===== src/rtl/data_island_scheduler.sv =====
// HDMI data island sequencer: frames islands inside blanking and shares their
// packet slots between NUM_REQ sources (urgent-first, then round-robin).
module data_island_scheduler #(
  parameter int NUM_REQ     = 4,
  parameter int MAX_PACKETS = 18,
  parameter int MIN_CONTROL = 12,
  parameter int WINDOW_W    = 12
) (
  input  logic                clk_pixel,
  input  logic                reset,
  input  logic                island_window,
  input  logic [WINDOW_W-1:0] window_remaining,
  input  logic [NUM_REQ-1:0]  req,
  input  logic [NUM_REQ-1:0]  urgent,
  output logic [NUM_REQ-1:0]  grant,
  output logic [NUM_REQ-1:0]  ack,
  output logic                preamble,
  output logic                guard,
  output logic                data_island_period,
  output logic                packet_enable,
  output logic [4:0]          packet_pixel_counter
);

  localparam int CW = (MIN_CONTROL > 32) ? $clog2(MIN_CONTROL) : 5;
  localparam int PW = (NUM_REQ > 1) ? $clog2(NUM_REQ) : 1;
  localparam int KW = $clog2(MAX_PACKETS + 1);

  // 44 = preamble + lead guard + one packet + trail guard
  localparam logic [WINDOW_W-1:0] START_MIN = WINDOW_W'(44 + MIN_CONTROL);
  localparam logic [WINDOW_W-1:0] NEXT_MIN  = WINDOW_W'(35 + MIN_CONTROL);
  localparam logic [CW-1:0] PRE_LAST  = CW'(7);
  localparam logic [CW-1:0] GRD_LAST  = CW'(1);
  localparam logic [CW-1:0] PKT_LAST  = CW'(31);
  localparam logic [CW-1:0] COOL_LAST = CW'(MIN_CONTROL - 1);
  localparam logic [KW-1:0] MAX_PK    = KW'(MAX_PACKETS);
  localparam logic [PW-1:0] LAST_IDX  = PW'(NUM_REQ - 1);

  typedef enum logic [2:0] {
    S_IDLE, S_PREAMBLE, S_LEAD_GUARD, S_PACKET, S_TRAIL_GUARD, S_COOLDOWN
  } state_t;

  state_t             state, state_nx;
  logic [CW-1:0]      cnt, cnt_nx;
  logic [KW-1:0]      pkt_count, pkt_count_nx;
  logic [NUM_REQ-1:0] grant_nx;
  logic [PW-1:0]      rr_ptr, rr_nx;

  logic [NUM_REQ-1:0] urg_req, arb_gnt;
  logic               arb_urgent;
  logic [PW-1:0]      arb_idx, rr_idx, rr_inc;

  // Descending loops so the lowest index / smallest rr offset wins last.
  always_comb begin
    urg_req    = req & urgent;
    arb_urgent = |urg_req;
    arb_gnt    = '0;
    arb_idx    = '0;
    rr_idx     = '0;
    if (arb_urgent) begin
      for (int i = NUM_REQ - 1; i >= 0; i--) begin
        if (urg_req[i]) begin
          arb_gnt    = '0;
          arb_gnt[i] = 1'b1;
          arb_idx    = PW'(i);
        end
      end
    end else begin
      for (int k = NUM_REQ - 1; k >= 0; k--) begin
        rr_idx = PW'((int'(rr_ptr) + k) % NUM_REQ);
        if (req[rr_idx]) begin
          arb_gnt         = '0;
          arb_gnt[rr_idx] = 1'b1;
          arb_idx         = rr_idx;
        end
      end
    end
    rr_inc = (arb_idx == LAST_IDX) ? '0 : arb_idx + 1'b1;
  end

  always_comb begin
    state_nx     = state;
    cnt_nx       = cnt + 1'b1;
    pkt_count_nx = pkt_count;
    grant_nx     = grant;
    rr_nx        = rr_ptr;
    case (state)
      S_IDLE: begin
        cnt_nx       = '0;
        pkt_count_nx = '0;
        if (island_window && |req && window_remaining >= START_MIN)
          state_nx = S_PREAMBLE;
      end
      S_PREAMBLE: begin
        if (!island_window) begin
          state_nx = S_IDLE;
          cnt_nx   = '0;
        end else if (cnt == PRE_LAST) begin
          state_nx = S_LEAD_GUARD;
          cnt_nx   = '0;
        end
      end
      S_LEAD_GUARD: begin
        if (cnt == GRD_LAST) begin
          state_nx = S_PACKET;
          cnt_nx   = '0;
          grant_nx = arb_gnt;  // all-zero here means a null packet
          if (!arb_urgent && |req) rr_nx = rr_inc;
        end
      end
      S_PACKET: begin
        if (cnt == PKT_LAST) begin
          cnt_nx       = '0;
          pkt_count_nx = pkt_count + 1'b1;
          if (|req && pkt_count_nx < MAX_PK && island_window &&
              window_remaining >= NEXT_MIN) begin
            grant_nx = arb_gnt;
            if (!arb_urgent) rr_nx = rr_inc;
          end else begin
            state_nx = S_TRAIL_GUARD;
            grant_nx = '0;
          end
        end
      end
      S_TRAIL_GUARD: begin
        if (cnt == GRD_LAST) begin
          state_nx = S_COOLDOWN;
          cnt_nx   = '0;
        end
      end
      S_COOLDOWN: begin
        if (cnt == COOL_LAST) begin
          state_nx     = S_IDLE;
          cnt_nx       = '0;
          pkt_count_nx = '0;
        end
      end
      default: begin
        state_nx = S_IDLE;
        cnt_nx   = '0;
        grant_nx = '0;
      end
    endcase
  end

  // Outputs are flopped from the next-state decode so they line up with state.
  always_ff @(posedge clk_pixel or posedge reset) begin
    if (reset) begin
      state                <= S_IDLE;
      cnt                  <= '0;
      pkt_count            <= '0;
      rr_ptr               <= '0;
      grant                <= '0;
      ack                  <= '0;
      preamble             <= 1'b0;
      guard                <= 1'b0;
      data_island_period   <= 1'b0;
      packet_enable        <= 1'b0;
      packet_pixel_counter <= '0;
    end else begin
      state                <= state_nx;
      cnt                  <= cnt_nx;
      pkt_count            <= pkt_count_nx;
      rr_ptr               <= rr_nx;
      grant                <= grant_nx;
      ack                  <= (state_nx == S_PACKET && cnt_nx == '0) ? grant_nx : '0;
      preamble             <= (state_nx == S_PREAMBLE);
      guard                <= (state_nx == S_LEAD_GUARD) || (state_nx == S_TRAIL_GUARD);
      data_island_period   <= (state_nx == S_PACKET);
      packet_enable        <= (state_nx == S_PACKET) && (cnt_nx == '0);
      packet_pixel_counter <= (state_nx == S_PACKET) ? cnt_nx[4:0] : 5'd0;
    end
  end

endmodule


===== config.mk =====
export PLATFORM = sky130hd
export DESIGN_NAME = data_island_scheduler
export DESIGN_NICKNAME = d
export VERILOG_FILES = /design/src/rtl/data_island_scheduler.sv
export SDC_FILE = /design/constraint.sdc
export NUM_CORES = 1
export LEC_CHECK = 0
export CAP_MARGIN = 20
export CORE_UTILIZATION = 53
export DETAILED_ROUTE_END_ITERATION = 7
export MAX_ROUTING_LAYER = met4
export PLACE_DENSITY_LB_ADDON = 0.1
export SYNTH_ARGS = -nofsm -noshare
export SYNTH_HDL_FRONTEND = slang
export SYNTH_SLANG_ARGS = --single-unit

===== constraint.sdc =====
create_clock -name clk_pixel -period 3.25 [get_ports clk_pixel]
set_input_delay 0.65 -clock clk_pixel [delete_from_list [all_inputs] [get_ports clk_pixel]]
set_output_delay 0.65 -clock clk_pixel [all_outputs]
set_load 0.03 [all_outputs]

* After elaboration in Yosys (flattened, before gate mapping)
Index checks and enable logic that the tools add are counted.
Storage, ports and cells: bits in read-only memories 0, latch bits 0, output and inout port bits 17, word-level logic and storage cells 137, memories kept 0, memory bits (writable) 0, flip-flop bits (word level) 32
Operators by class: multiplexer cells 65, $mul 0, div/mod/pow operators 0, add/subtract/negate cells 6, reductions and logical operators 23, shift operators 0, equality and inequality tests 20, magnitude comparators 11, bitwise gates (word level) 1
Operator list (count):
- 4-bit 2-to-1 mux | 13
- 5-bit 2-to-1 mux | 8
- 2-bit 2-to-1 mux | 15
- 12-bit by 6-bit greater-or-equal comparator with 1-bit output, second input constant | 2
- 3-bit 2-to-1 mux | 8
- 5-bit case mux with 4 select lines | 1
- 3-bit case mux with 6 select lines | 1
- 5-bit case mux with 3 select lines | 1
- 3-bit by 2-bit == test with 1-bit output, second input constant | 4
- 2-bit by 3-bit less-than comparator with 1-bit output, second input constant | 4
- 2-bit != test, second input constant | 6
- 4-bit case mux with 3 select lines | 1
- 4-bit OR reduction | 3
- 1-bit logical AND | 11
- 5-bit by 1-bit adder with 5-bit output, second input constant | 2
- 3-bit == test, second input constant | 3
- 1-bit binary-select mux with 2-bit select | 4
- 1-bit demux with 2-bit select | 4
- 2-bit by 1-bit greater-or-equal comparator with 1-bit output, second input constant | 4
- 1-bit 2-to-1 mux | 8
- 3-bit by 1-bit == test with 1-bit output, second input constant | 2
- 6-bit AND reduction | 1
- 5-bit by 1-bit == test with 1-bit output, second input constant | 1
- 5-bit by 3-bit == test with 1-bit output, second input constant | 1
- 16 further kinds | 18

* Logic depth before layout (Yosys ltp)
depth after elaboration 14, depth in mapped cells 9, gate-level depth less buffers 9

* Least setup slack after synthesis
No wires, ideal clock.
path type reg-to-reg, from register rr_ptr[0], to register ack[1], clock period less this slack 2.659 ns, stages on the path, launching flop included 9, library setup time 0.125 ns, data arrival time 2.534 ns, path buffers 1, setup slack 0.591 ns, path through dfrtp_1 buf_6 inv_1 ha_1 mux4_2 a211o_1 a311o_1 a32o_2 nor2b_4
On the way: longest elaborated chain between the ends 14, elaborated cells between the ends (all ways) 41, those cells by class add/sub (3); order compare (8); mux (26); reduce/logical (4)
Ends and longest elaborated chain:
- start: declaration | line 46 | logic [PW-1:0] rr_ptr, rr_nx;
- start signal: assignment | line 163 | rr_ptr <= rr_nx;
- 2-bit adder | line 69 | rr_idx = PW'((int'(rr_ptr) + k) % NUM_REQ);
- 2-bit by 3-bit less-than comparator with 1-bit output (not written as such) or 2-bit by 1-bit greater-or-equal comparator with 1-bit output (tied branches) | line 72 | arb_gnt[rr_idx] = 1'b1;
- 1-bit logical AND (not written as such) | line 72
- 1-bit 2-to-1 mux (not written as such) | line 72
- 1-bit demux with 2-bit select | line 72
- 4-bit 2-to-1 mux (3 in series) | line 70 | if (req[rr_idx]) begin
- 4-bit 2-to-1 mux * | line 70
- 4-bit 2-to-1 mux * | line 59 | if (arb_urgent) begin
- 4-bit 2-to-1 mux | line 114 | if (|req && pkt_count_nx < MAX_PK && island_window &&
- 4-bit 2-to-1 mux | line 111 | if (cnt == PKT_LAST) begin
- 4-bit case mux with 3 select lines * | line 86 | case (state)
- via grant_nx[1] | line 45 | logic [NUM_REQ-1:0] grant_nx;
- 4-bit 2-to-1 mux * | line 165 | ack <= (state_nx == S_PACKET && cnt_nx == '0) ? grant_nx : '0;
- end signal: assignment | line 165
- end: declaration | line 16 | output logic [NUM_REQ-1:0] ack,
The timed path passes the listed nets; every way through them passes the cells marked *. The select of a mux whose other input is x is not followed. A chain may end at the register's enable or synchronous reset.

* Worst setup path after layout
from input req[0], to register ack[0]
On the way: longest elaborated chain between the ends 11, elaborated cells between the ends (all ways) 33, those cells by class eq/ne (1); mux (23); bitwise (1); reduce/logical (8)
Ends and longest elaborated chain:
- start: declaration | line 13 | input logic [NUM_REQ-1:0] req,
- 1-bit binary-select mux with 2-bit select | line 70
- 1-bit 2-to-1 mux (not written as such) | line 70
- 4-bit 2-to-1 mux (4 in series) | line 70
- 4-bit 2-to-1 mux | line 59
- 4-bit 2-to-1 mux | line 114
- 4-bit 2-to-1 mux | line 111
- 4-bit case mux with 3 select lines | line 86
- 4-bit 2-to-1 mux * | line 165
Every way passes the cells marked *; elsewhere a longest branch is shown, timed or not. The select of a mux whose other input is x is not followed.

==> key figures <==
Power
  • Leakage: about 1.2 nW
  • PwrDens: 345 nW/um^2
  • Total power: 948 uW
  • VDD IR max: 331 uV

Floorplanning
  • Chip height: 66.5 microns
  • Ports: 40
  • Initial Util: 55.1%
  • Core Region: 4000 sq um
  • DIE AREA: 4420 sq um
  • Row count: 23
  • Die Wd: 66.5 microns

Logic synthesis
  • Synthesis Warnings: 0
  • Async S/R FF share, synth: 100%
  • Post-synth EDFFs: 0
  • Syn Inst Count: 245
  • Sequential cell area fraction in the yosys report: 36.3%
  • Mapped cell area: 2200 sq um
  • Synth Register Bits: 32
  • Synthesized area per cell: 8.99 sq um
  • Synth Flop Type: dfrtp_1
  • Mapped Nets: 279
  • Synth unique cells: 59

CTS
  • Worst-skew pair later-pin latency: 290 ps
  • Post_cts resized: 0
  • Total CTS buffers: 5
  • Cts hold-fix bufs: 0
  • H-tree depth: 2
  • Clock Path Buffers: 2
  • Reg clk slew, reported paths: 70 ps
  • CTS tree: done
  • Post-CTS Setup Bufs: 0
  • Root Driver: clkbuf_8
  • Clk sinks: 32

Setup path
  • CP max stage delay: 600 ps
  • Crit-path cells: clkdlybuf4s50_1 > mux4_2 > nor2b_1 > nand2_1 > a311oi_1 > a221oi_1 > nor3_1
  • Crit path DAT: 2900 ps
  • Bufs and invs on worst path: 1
  • Startpoint Class: input pin
  • CP Data Required Time: ~3500 ps
  • Critical setup path kind: in -> reg
  • Critical path endpoint category: flop
  • CP max stage cell: mux4_2
  • CP delay by family, top: simple AND/OR/NAND/NOR gates
  • CP max FO: 10

STA
  • Endpoints failing setup: 0
  • Period utilisation layout: approximately 83%
  • Peak Freq: 0.370 GHz
  • Rel. slew slack: between 60% and 70%
  • RSZ-0062 raised after global routing: false
  • Fin. Hold Viols: 0
  • Pin slew with the least headroom to its limit: 480 ps
  • Slew Viols, Final: 0
  • Worst hold slack: 510 ps
  • Final Skew: 8.19 ps
  • Final setup TNS: 0 ps
  • Min Tclk post-route: roughly 2700 ps

GRT
  • Vias in the first global route: 1783
  • Largest net degree at the start of global routing: 33
  • Total track usage: between 20% and 30%
  • Antenna violations before repair: 0
  • Grt ovf: 0
  • First-pass GRT wire length: roughly 8.4 mm

Cells and area
  • Layout cell share with drive strength beyond 1: under 10%
  • Filler Cell Count: approximately 320
  • Finished Layout Cells: 337
  • Ant diodes: 0
  • Multi-input gate area: 1290 sq um
  • Total Nets Final: 320
  • Register area: 801 sq um
  • Syn-to-layout area delta: 24.6%
  • Fin area: 2750 sq um

Drt
  • Number of routed nets with antenna violations: 0
  • Via Count: around 2000
  • Iter 0 DRT Violations: 145
  • # DRC: 0
  • Final WL: 5.10 mm
  • Pre-Repair DR Iteration Count: 4
  • Via density: 5.87
  • Wire per inst: 15.1 microns

Placed design
  • Placed Instances: 329
  • Detail Placement HPWL: 3.86 mm
  • Placed cell area: around 2600 sq um
  • Gpl congestion: just over 0.9
  • Number of port buffers: 39

Worst hold path
  • Worst Hold Class: reg -> reg

Outcome
  • Outcome: complete, no violations

Run
  • Max-cap viol count: 0
==> synth_stat cells, drive strengths merged (3+ instances only) <==
| master | instances | share of area, % |
|---|---|---|
| dfrtp | 32 | 36 |
| nor2 | 28 | 4.8 |
| nand2 | 24 | 4.1 |
| inv | 14 | 2.4 |
| a21oi | 13 | 3.0 |
| nand3 | 13 | 3.0 |
| o21ai | 13 | 3.0 |
| ha | 11 | 6.2 |
| nor2b | 9 | 2.9 |
| buf | 5 | 2.0 |
| clkbuf | 5 | 0.85 |
| and3 | 4 | 1.1 |
| mux4 | 4 | 4.3 |
| o211ai | 4 | 1.4 |
| a211oi | 3 | 1.0 |
| a21o | 3 | 1.0 |
| a31oi | 3 | 0.85 |
| nor3 | 3 | 0.68 |
| xnor2 | 3 | 1.2 |
==> state kept, by name (all words and copies together), names as in the netlist <==
signal / flops
pkt_count: 5
grant: 4
state: 3
data_island_period: 1
guard: 1
ack: 4
preamble: 1
rr_ptr: 2
packet_pixel_counter: 5
cnt: 5
packet_enable: 1
==> logic make-up (layout without fill, tap and decap cells) <==
kind of cell / after synthesis / count (layout) / synth area share, %
muxes: 6 / 6 / 5.17
adders and majority gates: 11 / 11 / 6.25
and+or+nand+nor: 99 / 99 / 22.2
xor gates and xnor gates: 4 / 4 / 1.59
AOI/OAI and AO/OA: 69 / 69 / 23.2
DFF: 32 / 32 / 36.3
buffers and inverters: 24 / 66 / 5.22
==> cell type report <==
cell class                      count  share of cell area, %
Clock inverter                      3                   1.69
Clock buffer                        5                   2.51
Timing Repair Buffer               44                   15.6
Multi-Input combinational cell    189                   46.9
Inverter                           14                   1.91
Tap cell                           50                   2.28
Sequential cell                    32                   29.2
==> per-stage QoR <==
step	utilization [%]	worst slack, ps
CTS	68.7	593
finish	68.7	548
floorplan	-	591
global route	68.7	453
detailed placement	65.8	284
global placement	65.8	338
==> where the power goes <==
group	switching, mW	internal (mW)	total (mW)
registers	0.0105	0.404	0.414
logic	0.0740	0.0680	0.142
clock network	0.161	0.231	0.392
==> per-layer routing <==
metal / share of wire (%) / wire length, microns / GRT usage, %
met5: 0 / 0 / -
met3: 5.0 / 253 / 5.82
met4: 1.2 / 62 / 8.51
met1: 46 / 2340 / 34.8
met2: 48 / 2450 / 39.8
==> cell usage in the layout, fill, tap and decap left out, drive strengths merged, types with 3 or more instances in the layout <==
master	n
clkdlybuf4s50	39
dfrtp	32
nor2	28
nand2	24
inv	15
nand3	13
a21oi	13
o21ai	13
ha	11
nor2b	9
clkbuf	5
buf	5
and3	4
o211ai	4
mux4	4
a21o	3
a31oi	3
a211oi	3
nor3	3
xnor2	3
==> final timing paths <==
check,start,end,slack [ps],cells after the start
min in group asynchronous,reset,packet_enable,740,3
worst min-delay path,grant[3],grant[3],510,2
max in group asynchronous,reset,pkt_count[0],2210,3
worst max register to register,rr_ptr[0],ack[1],610,7
worst min register to register,grant[3],grant[3],510,2
worst max-delay path,req[0],ack[0],550,7
==> worst reg2reg max path: stages (launching register included) <==
cell and delay, ps:
dfrtp_1 350, inv_1 130, ha_1 430, mux4_2 630, a211o_1 330, a311o_1 270
a32o_2 280, nor2b_4 120
Power figures use the tool's default switching activity.
